===== src/rtl/wb_pkg.sv =====
// Shared types and constants for the register-file writeback stage.
package wb_pkg;

    localparam int unsigned WbAddrWidth = 3;
    localparam int unsigned WbDataWidth = 32;

    typedef struct packed {
        logic [WbAddrWidth-1:0] addr;
        logic [WbDataWidth-1:0] data;
    } wb_req_t;

    localparam logic SRC_ALU = 1'b0;
    localparam logic SRC_LSU = 1'b1;

endpackage


===== src/rtl/regfile_writeback_if.sv =====
// Producer-side and register-file-side signals of the writeback stage.
// The slave modport is the writeback block; the master modport is its environment.
interface regfile_writeback_if #(
    parameter int unsigned ADDR_WIDTH = 3,
    parameter int unsigned DATA_WIDTH = 32
);
    logic                  src0_valid;
    logic [ADDR_WIDTH-1:0] src0_addr;
    logic [DATA_WIDTH-1:0] src0_data;
    logic                  src0_ready;
    logic                  src1_valid;
    logic [ADDR_WIDTH-1:0] src1_addr;
    logic [DATA_WIDTH-1:0] src1_data;
    logic                  src1_ready;
    logic                  wr_valid;
    logic [ADDR_WIDTH-1:0] wr_addr;
    logic [DATA_WIDTH-1:0] wr_data;
    logic                  wr_ready;
    logic                  idle;

    modport master (
        output src0_valid, src0_addr, src0_data, src1_valid, src1_addr, src1_data, wr_ready,
        input  src0_ready, src1_ready, wr_valid, wr_addr, wr_data, idle
    );

    modport slave (
        input  src0_valid, src0_addr, src0_data, src1_valid, src1_addr, src1_data, wr_ready,
        output src0_ready, src1_ready, wr_valid, wr_addr, wr_data, idle
    );

endinterface


===== src/rtl/wb_fifo.sv =====
// Synchronous FIFO with full/empty flags; a push while full is ignored even if popping.
module wb_fifo #(
    parameter type         req_t      = wb_pkg::wb_req_t,
    parameter int unsigned FIFO_DEPTH = 2
) (
    input  logic clk,
    input  logic rst,
    input  logic push_i,
    input  req_t data_i,
    input  logic pop_i,
    output req_t head_o,
    output logic full_o,
    output logic empty_o
);
    localparam int unsigned PtrW = $clog2(FIFO_DEPTH);

    logic [PtrW:0] wr_ptr_q, wr_ptr_d, rd_ptr_q, rd_ptr_d;
    req_t          mem_q [FIFO_DEPTH];
    logic          push_en, pop_en;

    assign empty_o = (wr_ptr_q == rd_ptr_q);
    assign full_o  = (wr_ptr_q[PtrW] != rd_ptr_q[PtrW]) &&
                     (wr_ptr_q[PtrW-1:0] == rd_ptr_q[PtrW-1:0]);
    assign push_en = push_i & ~full_o;
    assign pop_en  = pop_i & ~empty_o;
    assign head_o  = mem_q[rd_ptr_q[PtrW-1:0]];

    always_comb begin
        wr_ptr_d = wr_ptr_q;
        rd_ptr_d = rd_ptr_q;
        if (push_en) wr_ptr_d = wr_ptr_q + 1'b1;
        if (pop_en)  rd_ptr_d = rd_ptr_q + 1'b1;
    end

    always_ff @(posedge clk) begin
        if (rst) begin
            wr_ptr_q <= '0;
            rd_ptr_q <= '0;
        end else begin
            wr_ptr_q <= wr_ptr_d;
            rd_ptr_q <= rd_ptr_d;
        end
    end

    always_ff @(posedge clk) begin
        if (push_en) mem_q[wr_ptr_q[PtrW-1:0]] <= data_i;
    end

endmodule


===== src/rtl/regfile_writeback.sv =====
// Writeback stage: two buffered producers, round-robin arbitration, x0 drop, one write/cycle.
// Optional WB_BYPASS_EN adds two combinational forwarding ports off the output register.
module regfile_writeback
    import wb_pkg::*;
#(
    parameter int unsigned ADDR_WIDTH = WbAddrWidth,
    parameter int unsigned DATA_WIDTH = WbDataWidth,
    parameter int unsigned FIFO_DEPTH = 2
) (
    input  logic                  clk,
    input  logic                  rst,
`ifdef WB_BYPASS_EN
    input  logic [ADDR_WIDTH-1:0] byp_addr_a,
    input  logic [ADDR_WIDTH-1:0] byp_addr_b,
    output logic                  byp_hit_a,
    output logic                  byp_hit_b,
    output logic [DATA_WIDTH-1:0] byp_data_a,
    output logic [DATA_WIDTH-1:0] byp_data_b,
`endif
    regfile_writeback_if.slave    bus
);
    typedef struct packed {
        logic [ADDR_WIDTH-1:0] addr;
        logic [DATA_WIDTH-1:0] data;
    } req_t;

    req_t head0, head1, head_sel;
    logic full0, full1, empty0, empty1;
    logic pop0, pop1;
    logic sel, any_head, hold, is_x0, grant, load;

    logic                  rr_q, rr_d;
    logic                  wr_valid_q, wr_valid_d;
    logic [ADDR_WIDTH-1:0] wr_addr_q, wr_addr_d;
    logic [DATA_WIDTH-1:0] wr_data_q, wr_data_d;

    wb_fifo #(
        .req_t      (req_t),
        .FIFO_DEPTH (FIFO_DEPTH)
    ) u_fifo_alu (
        .clk     (clk),
        .rst     (rst),
        .push_i  (bus.src0_valid),
        .data_i  ({bus.src0_addr, bus.src0_data}),
        .pop_i   (pop0),
        .head_o  (head0),
        .full_o  (full0),
        .empty_o (empty0)
    );

    wb_fifo #(
        .req_t      (req_t),
        .FIFO_DEPTH (FIFO_DEPTH)
    ) u_fifo_lsu (
        .clk     (clk),
        .rst     (rst),
        .push_i  (bus.src1_valid),
        .data_i  ({bus.src1_addr, bus.src1_data}),
        .pop_i   (pop1),
        .head_o  (head1),
        .full_o  (full1),
        .empty_o (empty1)
    );

    // The rr-pointed source wins when it has a head, otherwise the other one.
    always_comb begin
        sel = rr_q;
        if (rr_q == SRC_ALU && empty0) sel = SRC_LSU;
        if (rr_q == SRC_LSU && empty1) sel = SRC_ALU;
    end

    assign head_sel = (sel == SRC_LSU) ? head1 : head0;
    assign any_head = ~empty0 | ~empty1;
    assign hold     = wr_valid_q & ~bus.wr_ready;
    assign is_x0    = (head_sel.addr == '0);
    // x0 heads are discarded even while the output register is held.
    assign grant    = any_head & (is_x0 | ~hold);
    assign load     = grant & ~is_x0;
    assign pop0     = grant & (sel == SRC_ALU);
    assign pop1     = grant & (sel == SRC_LSU);
    assign rr_d     = grant ? ~rr_q : rr_q;

    always_comb begin
        wr_valid_d = wr_valid_q;
        wr_addr_d  = wr_addr_q;
        wr_data_d  = wr_data_q;
        if (load) begin
            wr_valid_d = 1'b1;
            wr_addr_d  = head_sel.addr;
            wr_data_d  = head_sel.data;
        end else if (wr_valid_q && bus.wr_ready) begin
            wr_valid_d = 1'b0;
        end
    end

    always_ff @(posedge clk) begin
        if (rst) begin
            rr_q       <= SRC_ALU;
            wr_valid_q <= 1'b0;
            wr_addr_q  <= '0;
            wr_data_q  <= '0;
        end else begin
            rr_q       <= rr_d;
            wr_valid_q <= wr_valid_d;
            wr_addr_q  <= wr_addr_d;
            wr_data_q  <= wr_data_d;
        end
    end

    assign bus.src0_ready = ~full0;
    assign bus.src1_ready = ~full1;
    assign bus.wr_valid   = wr_valid_q;
    assign bus.wr_addr    = wr_addr_q;
    assign bus.wr_data    = wr_data_q;
    assign bus.idle       = empty0 & empty1 & ~wr_valid_q;

`ifdef WB_BYPASS_EN
    assign byp_hit_a  = wr_valid_q & (wr_addr_q == byp_addr_a) & (byp_addr_a != '0);
    assign byp_hit_b  = wr_valid_q & (wr_addr_q == byp_addr_b) & (byp_addr_b != '0);
    assign byp_data_a = byp_hit_a ? wr_data_q : '0;
    assign byp_data_b = byp_hit_b ? wr_data_q : '0;
`endif

endmodule


===== src/flat_wrapper.sv =====
// flat-port wrapper written by rule: the top's interface ports become plain ports
module regfile_writeback_flat import wb_pkg::*;
#(
    parameter int unsigned ADDR_WIDTH = WbAddrWidth,
    parameter int unsigned DATA_WIDTH = WbDataWidth,
    parameter int unsigned FIFO_DEPTH = 2
)
  (clk, rst, bus_src0_valid, bus_src0_addr, bus_src0_data, bus_src1_valid, bus_src1_addr, bus_src1_data, bus_wr_ready, bus_src0_ready, bus_src1_ready, bus_wr_valid, bus_wr_addr, bus_wr_data, bus_idle);
  regfile_writeback_if #(.ADDR_WIDTH(ADDR_WIDTH), .DATA_WIDTH(DATA_WIDTH)) bus_i ();
  input  logic clk;
  input  logic rst;
  input wire logic [$bits(bus_i.src0_valid)-1:0] bus_src0_valid;
  input wire logic [$bits(bus_i.src0_addr)-1:0] bus_src0_addr;
  input wire logic [$bits(bus_i.src0_data)-1:0] bus_src0_data;
  input wire logic [$bits(bus_i.src1_valid)-1:0] bus_src1_valid;
  input wire logic [$bits(bus_i.src1_addr)-1:0] bus_src1_addr;
  input wire logic [$bits(bus_i.src1_data)-1:0] bus_src1_data;
  input wire logic [$bits(bus_i.wr_ready)-1:0] bus_wr_ready;
  output wire logic [$bits(bus_i.src0_ready)-1:0] bus_src0_ready;
  output wire logic [$bits(bus_i.src1_ready)-1:0] bus_src1_ready;
  output wire logic [$bits(bus_i.wr_valid)-1:0] bus_wr_valid;
  output wire logic [$bits(bus_i.wr_addr)-1:0] bus_wr_addr;
  output wire logic [$bits(bus_i.wr_data)-1:0] bus_wr_data;
  output wire logic [$bits(bus_i.idle)-1:0] bus_idle;
  assign bus_i.src0_valid = bus_src0_valid;
  assign bus_i.src0_addr = bus_src0_addr;
  assign bus_i.src0_data = bus_src0_data;
  assign bus_i.src1_valid = bus_src1_valid;
  assign bus_i.src1_addr = bus_src1_addr;
  assign bus_i.src1_data = bus_src1_data;
  assign bus_i.wr_ready = bus_wr_ready;
  assign bus_src0_ready = bus_i.src0_ready;
  assign bus_src1_ready = bus_i.src1_ready;
  assign bus_wr_valid = bus_i.wr_valid;
  assign bus_wr_addr = bus_i.wr_addr;
  assign bus_wr_data = bus_i.wr_data;
  assign bus_idle = bus_i.idle;
  regfile_writeback #(.ADDR_WIDTH(ADDR_WIDTH), .DATA_WIDTH(DATA_WIDTH), .FIFO_DEPTH(FIFO_DEPTH)) u_core (.clk(clk), .rst(rst), .bus(bus_i));
endmodule

===== config.mk =====
export PLATFORM = sky130hd
export DESIGN_NAME = regfile_writeback_flat
export DESIGN_NICKNAME = d
export VERILOG_FILES = /design/src/rtl/wb_pkg.sv /design/src/rtl/regfile_writeback_if.sv /design/src/rtl/wb_fifo.sv /design/src/rtl/regfile_writeback.sv /design/src/flat_wrapper.sv
export SDC_FILE = /design/constraint.sdc
export NUM_CORES = 1
export LEC_CHECK = 0
export ABC_AREA = 1
export CORE_MARGIN = 5
export CORE_UTILIZATION = 54
export DETAILED_ROUTE_END_ITERATION = 7
export GPL_TIMING_DRIVEN = 0
export PLACE_DENSITY = 0.8
export SYNTH_ARGS = -nofsm -noshare
export SYNTH_HDL_FRONTEND = slang
export SYNTH_SLANG_ARGS = --single-unit

===== constraint.sdc =====
create_clock -name clk -period 4 [get_ports clk]
set_input_delay 0.8 -clock clk [delete_from_list [all_inputs] [get_ports clk]]
set_output_delay 0.8 -clock clk [all_outputs]
set_load 0.01 [all_outputs]

# Word-level counts from Yosys, hierarchy flattened
# Memory sizes are Yosys's and may differ from the RTL's. A register that Yosys moved wholly into a read port is not among the register bits.
# Cells that the tools add are included.
[classes]
add_sub_neg = 4
mux = 13
bitwise = 23
reduce_logical = 7
eq_ne = 6
[op_table]
columns = ["cell", "count"]
rows = [
  ["35-bit two-way mux", 1],
  ["1-bit two-way mux", 12],
  ["1-bit AND", 11],
  ["1-bit inverter", 10],
  ["2-bit by 1-bit adder with 2-bit output (second input constant)", 4],
  ["1-bit logical AND", 5],
  ["2-bit == test", 2],
  ["3-bit zero test", 1],
  ["1-bit == test", 2],
  ["1-bit != test", 2],
  ["1-bit bitwise OR", 2],
  ["2-bit nonzero test", 1],
]
[word_totals]
out_inout_bits = 39
memories = 2
ram_bits = 140
register_bits = 45
[mem_list]
columns = ["name", "depth", "width", "rd", "rd_ports_with_merged_regs", "write_ports", "line", "rtl"]
rows = [
  ["u_core.u_fifo_alu.mem_q", 2, 35, 1, 1, 1, "wb_fifo.sv:18", "req_t mem_q [FIFO_DEPTH];"],
  ["u_core.u_fifo_lsu.mem_q", 2, 35, 1, 1, 1, "wb_fifo.sv:18", ""],
]

# Longest topological paths before layout
[logic_depth]
word_depth = 12
mapped_depth = 14

# By module
# From an unflattened synthesis, not the netlist that was laid out.
[unflattened]
cells_unflattened = 621
hier_area_um2 = 7878.8
[by_module_without_submodules]
columns = ["module", "area_per_inst_um2", "cells_per_inst", "instances", "seq_area_each_um2"]
rows = [
  ["wb_fifo", 2955.3, 156, 2, 2202.1],
  ["regfile_writeback", 1968.1, 309, 1, 740.7],
]

# Worst setup path before layout
# Ideal clock, no wire load.
[synth_timing]
path_kind = "input port to flip-flop"
startpoint = "input bus_src1_valid"
endpoint = "register u_core.u_fifo_lsu.wr_ptr_q[1]"
required_ns = 3.879
arrival_ns = 2.853
setup_slack_ns = 1.026
stages = 5
cell_sequence = "nand2_1 > nor2_1 > inv_1 > o21ai_0 > a21oi_1"
[synth_via]
elab_chain_cells = 1
[synth_rtl]
columns = ["item", "line", "rtl"]
rows = [
  ["start: declaration", "flat_wrapper.sv:15", "input wire logic [$bits(bus_i.src1_valid)-1:0] bus_src1_valid;"],
  ["1-bit AND", "wb_fifo.sv:24", "assign push_en = push_i & ~full_o;"],
  ["end signal: assignment", "wb_fifo.sv:40", "wr_ptr_q <= wr_ptr_d;"],
  ["end: declaration", "wb_fifo.sv:17", "logic [PtrW:0] wr_ptr_q, wr_ptr_d, rd_ptr_q, rd_ptr_d;"],
]
# Every way passes these cells.
# A chain may end at the register's enable or synchronous reset.

# Worst setup path after layout
[layout_timing]
startpoint = "register u_core.u_fifo_alu.wr_ptr_q[0]"
endpoint = "output bus_idle"
[layout_via]
elab_chain_cells = 3
[layout_rtl]
columns = ["item", "line", "rtl"]
rows = [
  ["start: declaration", "wb_fifo.sv:17", ""],
  ["start signal: assignment", "wb_fifo.sv:40", ""],
  ["2-bit == test", "wb_fifo.sv:21", "assign empty_o = (wr_ptr_q == rd_ptr_q);"],
  ["1-bit AND (2 in a row)", "regfile_writeback.sv:115", "assign bus.idle = empty0 & empty1 & ~wr_valid_q;"],
  ["end: declaration", "flat_wrapper.sv:24", "output wire logic [$bits(bus_i.idle)-1:0] bus_idle;"],
]
# Every way passes these cells.

==> flow_summary.toml <==
[outcome]
status = "complete, no violations"

[routing]
vias = 5326
drt_iter0_drc = 468
drc = 0
ant_nets = 0
wl_per_cell_um = 17.9
firstDrtPassIters = 5
viasPerCell = 5.44
wl_um = 17500

[worst_setup_path]
crit_family = "buffers and inverters"
worstPathCellList = "inv_1 > nand2_1 > nand2_2 > nand4_1 > clkbuf_1 > nor2_1 > clkdlybuf4s50_1"
cp.required_ps = 3200
reg2regPathDepth = 6
cp-end-kind = "output port"
critPathMaxStageDelay_ps = 550
r2r_slack_ps = 1840
critical_path_buf_inv_count = 3
r2r-end = "u_core.bus.wr_data[27]"
arrival_ps = 2430
slowest_stage = "clkdlybuf4s50_1"
startpoint_type = "register"
critPathMaxFanout = 10
crit_type = "reg2out"

[sta]
rsz0062_at_grt = "no"
setup_ws_ps = 768
slew_headroom_pct = 53.3
hold_slack_ps = 468
finalClockSkew_ps = 6.92
period_needed_ps = 3230
period_share_pct = 80.8
setup_viol = 0
max_freq_mhz = 309
worst_slew_pin_slew_ps = 699
finalHoldViolCount = 0
slew_violations = 0

[cts]
cts_resized = 0
clock_latency_ps = 430
cts_root_buffer = "clkbuf_16"
cts_tree = "yes"
cts-buffers-inserted = 17
cts.clk_slew.worst_paths_ps = 60
cts_buffer_depth = 2
cts_num_sinks = 187
hold_buffers = 0
post-cts-setup-buffer-count = 0
cts_htree_levels = 4

[power]
max-vdd-ir-drop_mv = 0.351
p_leak_nw = 3.49
p_total_mw = 6.68
p_seq_share_pct = 38.5
swShare_pct = 34.2
power.share.combinational_pct = 35.5
p_sw_mw = 2.28
p_int_mw = 4.40
power_density_mw_per_mm2 = 702
clkPwrFrac_pct = 26.0

[global_route]
grt_pass1_vias = 5601
track_usage_pct = 22.4
overflow = 0
grt_max_degree = 21
antenna_found_initial = 0
grt_pass1_wl_um = 27900

[floorplan]
core.rowCount = 42
io_pins = 114
core_area_mm2 = 0.0133
die_y_um = 127
die_width_um = 127
start_util_pct = 55.6
dieArea_mm2 = 0.0162

[layout]
drive_gt1_share_pct = 11.3
syn_to_final_growth_pct = 28.4
diodes = 0
nNetsFinal = 865
fin_area_mm2 = 0.00952

[synth]
syn_inst = 655
yosysSeqAreaShare_pct = 69.3
synth_nets = 730
ys_seq_elements = 187
synth.avg_cell_area_um2 = 11.3
synth.area.top_cells = "edfxtp_1 (57%), dfxtp_1 (13%), nand2_1 (7.6%), o21ai_0 (4.8%), inv_1 (4.1%)"
synth_top_area_share_pct = 56.7
yosysTopAreaCell = "edfxtp_1"
synth_area_mm2 = 0.00742
yosysUniqueCellTypes = 25
ys_warn_count = 0

[min_path]
whs_path_depth = 2
holdCritPathClass = "reg2reg"
holdPathEnd = "u_core.bus.wr_data[24]"
min_from = "u_core.bus.wr_data[24]"

[placed_design]
gp_congestion = 0.808
io_buffers = 112
dpl.hpwl_um = 12200
place_area_mm2 = 0.00890
pre_cts_ws_ps = 1290

[job]
max-cap-violations = 0
## per-stage QoR
stage / setup TNS [ps] / util [%] / std cells
CTS: 0 / 71.4 / 979
floorplan: 0 / - / 655
global route: 0 / 71.4 / 979
finish: 0 / 71.4 / 979
global placement: -34190 / 65.6 / 943
detailed placement: 0 / 66.7 / 947
## synth_stat cells (all sizes together)
cell type    n
buf         12
dfxtp       47
edfxtp     140
nor2         6
nand3       13
clkbuf      22
xor2         2
o211ai      32
nand4        8
inv         84
o21ai       71
nand2      169
nor3         1
mux2i        1
a21oi       47
## cells in the final DEF, fill, tap and decap left out
master,instances
buf_6,4
buf_2,2
nand3_1,9
nand4_1,8
dfxtp_1,47
clkinv_2,1
inv_4,1
clkdlybuf4s50_1,112
nor3_1,1
clkinvlp_4,3
edfxtp_1,140
nor2_4,4
bufinv_16,3
o211ai_1,32
nor2_1,2
clkinv_4,1
clkbuf_8,4
inv_1,81
buf_4,4
inv_2,2
o21ai_0,71
nand3_4,1
inv_6,1
clkbuf_16,17
a21oi_2,16
nand2_2,19
buf_16,4
clkbuf_1,24
buf_8,1
mux2i_1,1
nand3_2,3
xor2_1,2
buf_1,1
nand2_1,150
a21oi_1,31
## how the worst max path moves through the flow
stage	start	depth (start not counted)	slack (ps)	endpoint
after floorplan	bus_src1_valid	5	1030	u_core.u_fifo_lsu.wr_ptr_q[1]
after global placement	bus_src1_valid	6	-520	u_core.u_fifo_lsu.wr_ptr_q[1]
after detailed placement	u_core.u_fifo_alu.wr_ptr_q[0]	7	1290	bus_idle
after CTS	u_core.u_fifo_alu.wr_ptr_q[0]	7	760	bus_idle
after global routing	u_core.u_fifo_alu.wr_ptr_q[0]	7	610	bus_idle
final	u_core.u_fifo_alu.wr_ptr_q[0]	7	770	bus_idle
## metal layers
metal  vias to the layer above  GRT usage [%]  wire length [um]
li1                       2500              -                 -
met1                      2576           26.5              6690
met2                       211           39.9              9280
met3                        39           5.84              1130
met4                         0           7.26               408
met5                         -              0                 0
## state kept, by name, summed over array words and instances, names as in the netlist, named ones only
register / flops
u_core.bus.wr_addr: 3
u_core.bus.wr_data: 32
u_core.bus.wr_valid: 1
u_core.rr_q: 1
u_core.u_fifo_alu.mem_q: 70
u_core.u_fifo_alu.rd_ptr_q: 2
u_core.u_fifo_alu.wr_ptr_q: 2
u_core.u_fifo_lsu.mem_q: 70
u_core.u_fifo_lsu.rd_ptr_q: 2
u_core.u_fifo_lsu.wr_ptr_q: 2
## power groups by stage
stage / Sequential, mW / Combinational (mW) / Clock [mW]
2_1_floorplan: 2.64 / 1.42 / 0
3_3_place_gp: 2.61 / 2.19 / 0
3_5_place_dp: 2.61 / 2.34 / 0
4_1_cts: 2.58 / 2.37 / 1.75
5_1_grt: 2.60 / 2.60 / 1.84
6_report: 2.58 / 2.37 / 1.74
## final cells by class
| class | count | area, um2 |
|---|---|---|
| buffer | 34 | 186 |
| clock buffer | 23 | 488 |
| clock inverter | 9 | 135 |
| fill | 923 | 3820 |
| inverter | 84 | 318 |
| multi-input combinational | 350 | 1800 |
| sequential | 187 | 5140 |
| tap | 176 | 220 |
| timing repair buffer | 116 | 1230 |
## cell families after synthesis
| family | count (synthesis) | share of synthesized area, % |
|---|---|---|
| XOR/XNOR | 2 | 0.236 |
| multiplexers | 1 | 0.135 |
| buffers and inverters | 118 | 6.80 |
| AO/OA/AOI/OAI | 150 | 12.0 |
| flip-flops | 187 | 69.3 |
| AND/OR/NAND/NOR | 197 | 11.5 |
## worst min-delay path: stages (launching register included)
cell and delay, ps:
dfxtp_1 310, nand2_1 60, a21oi_1 50
Power figures use the tool's default switching activity.
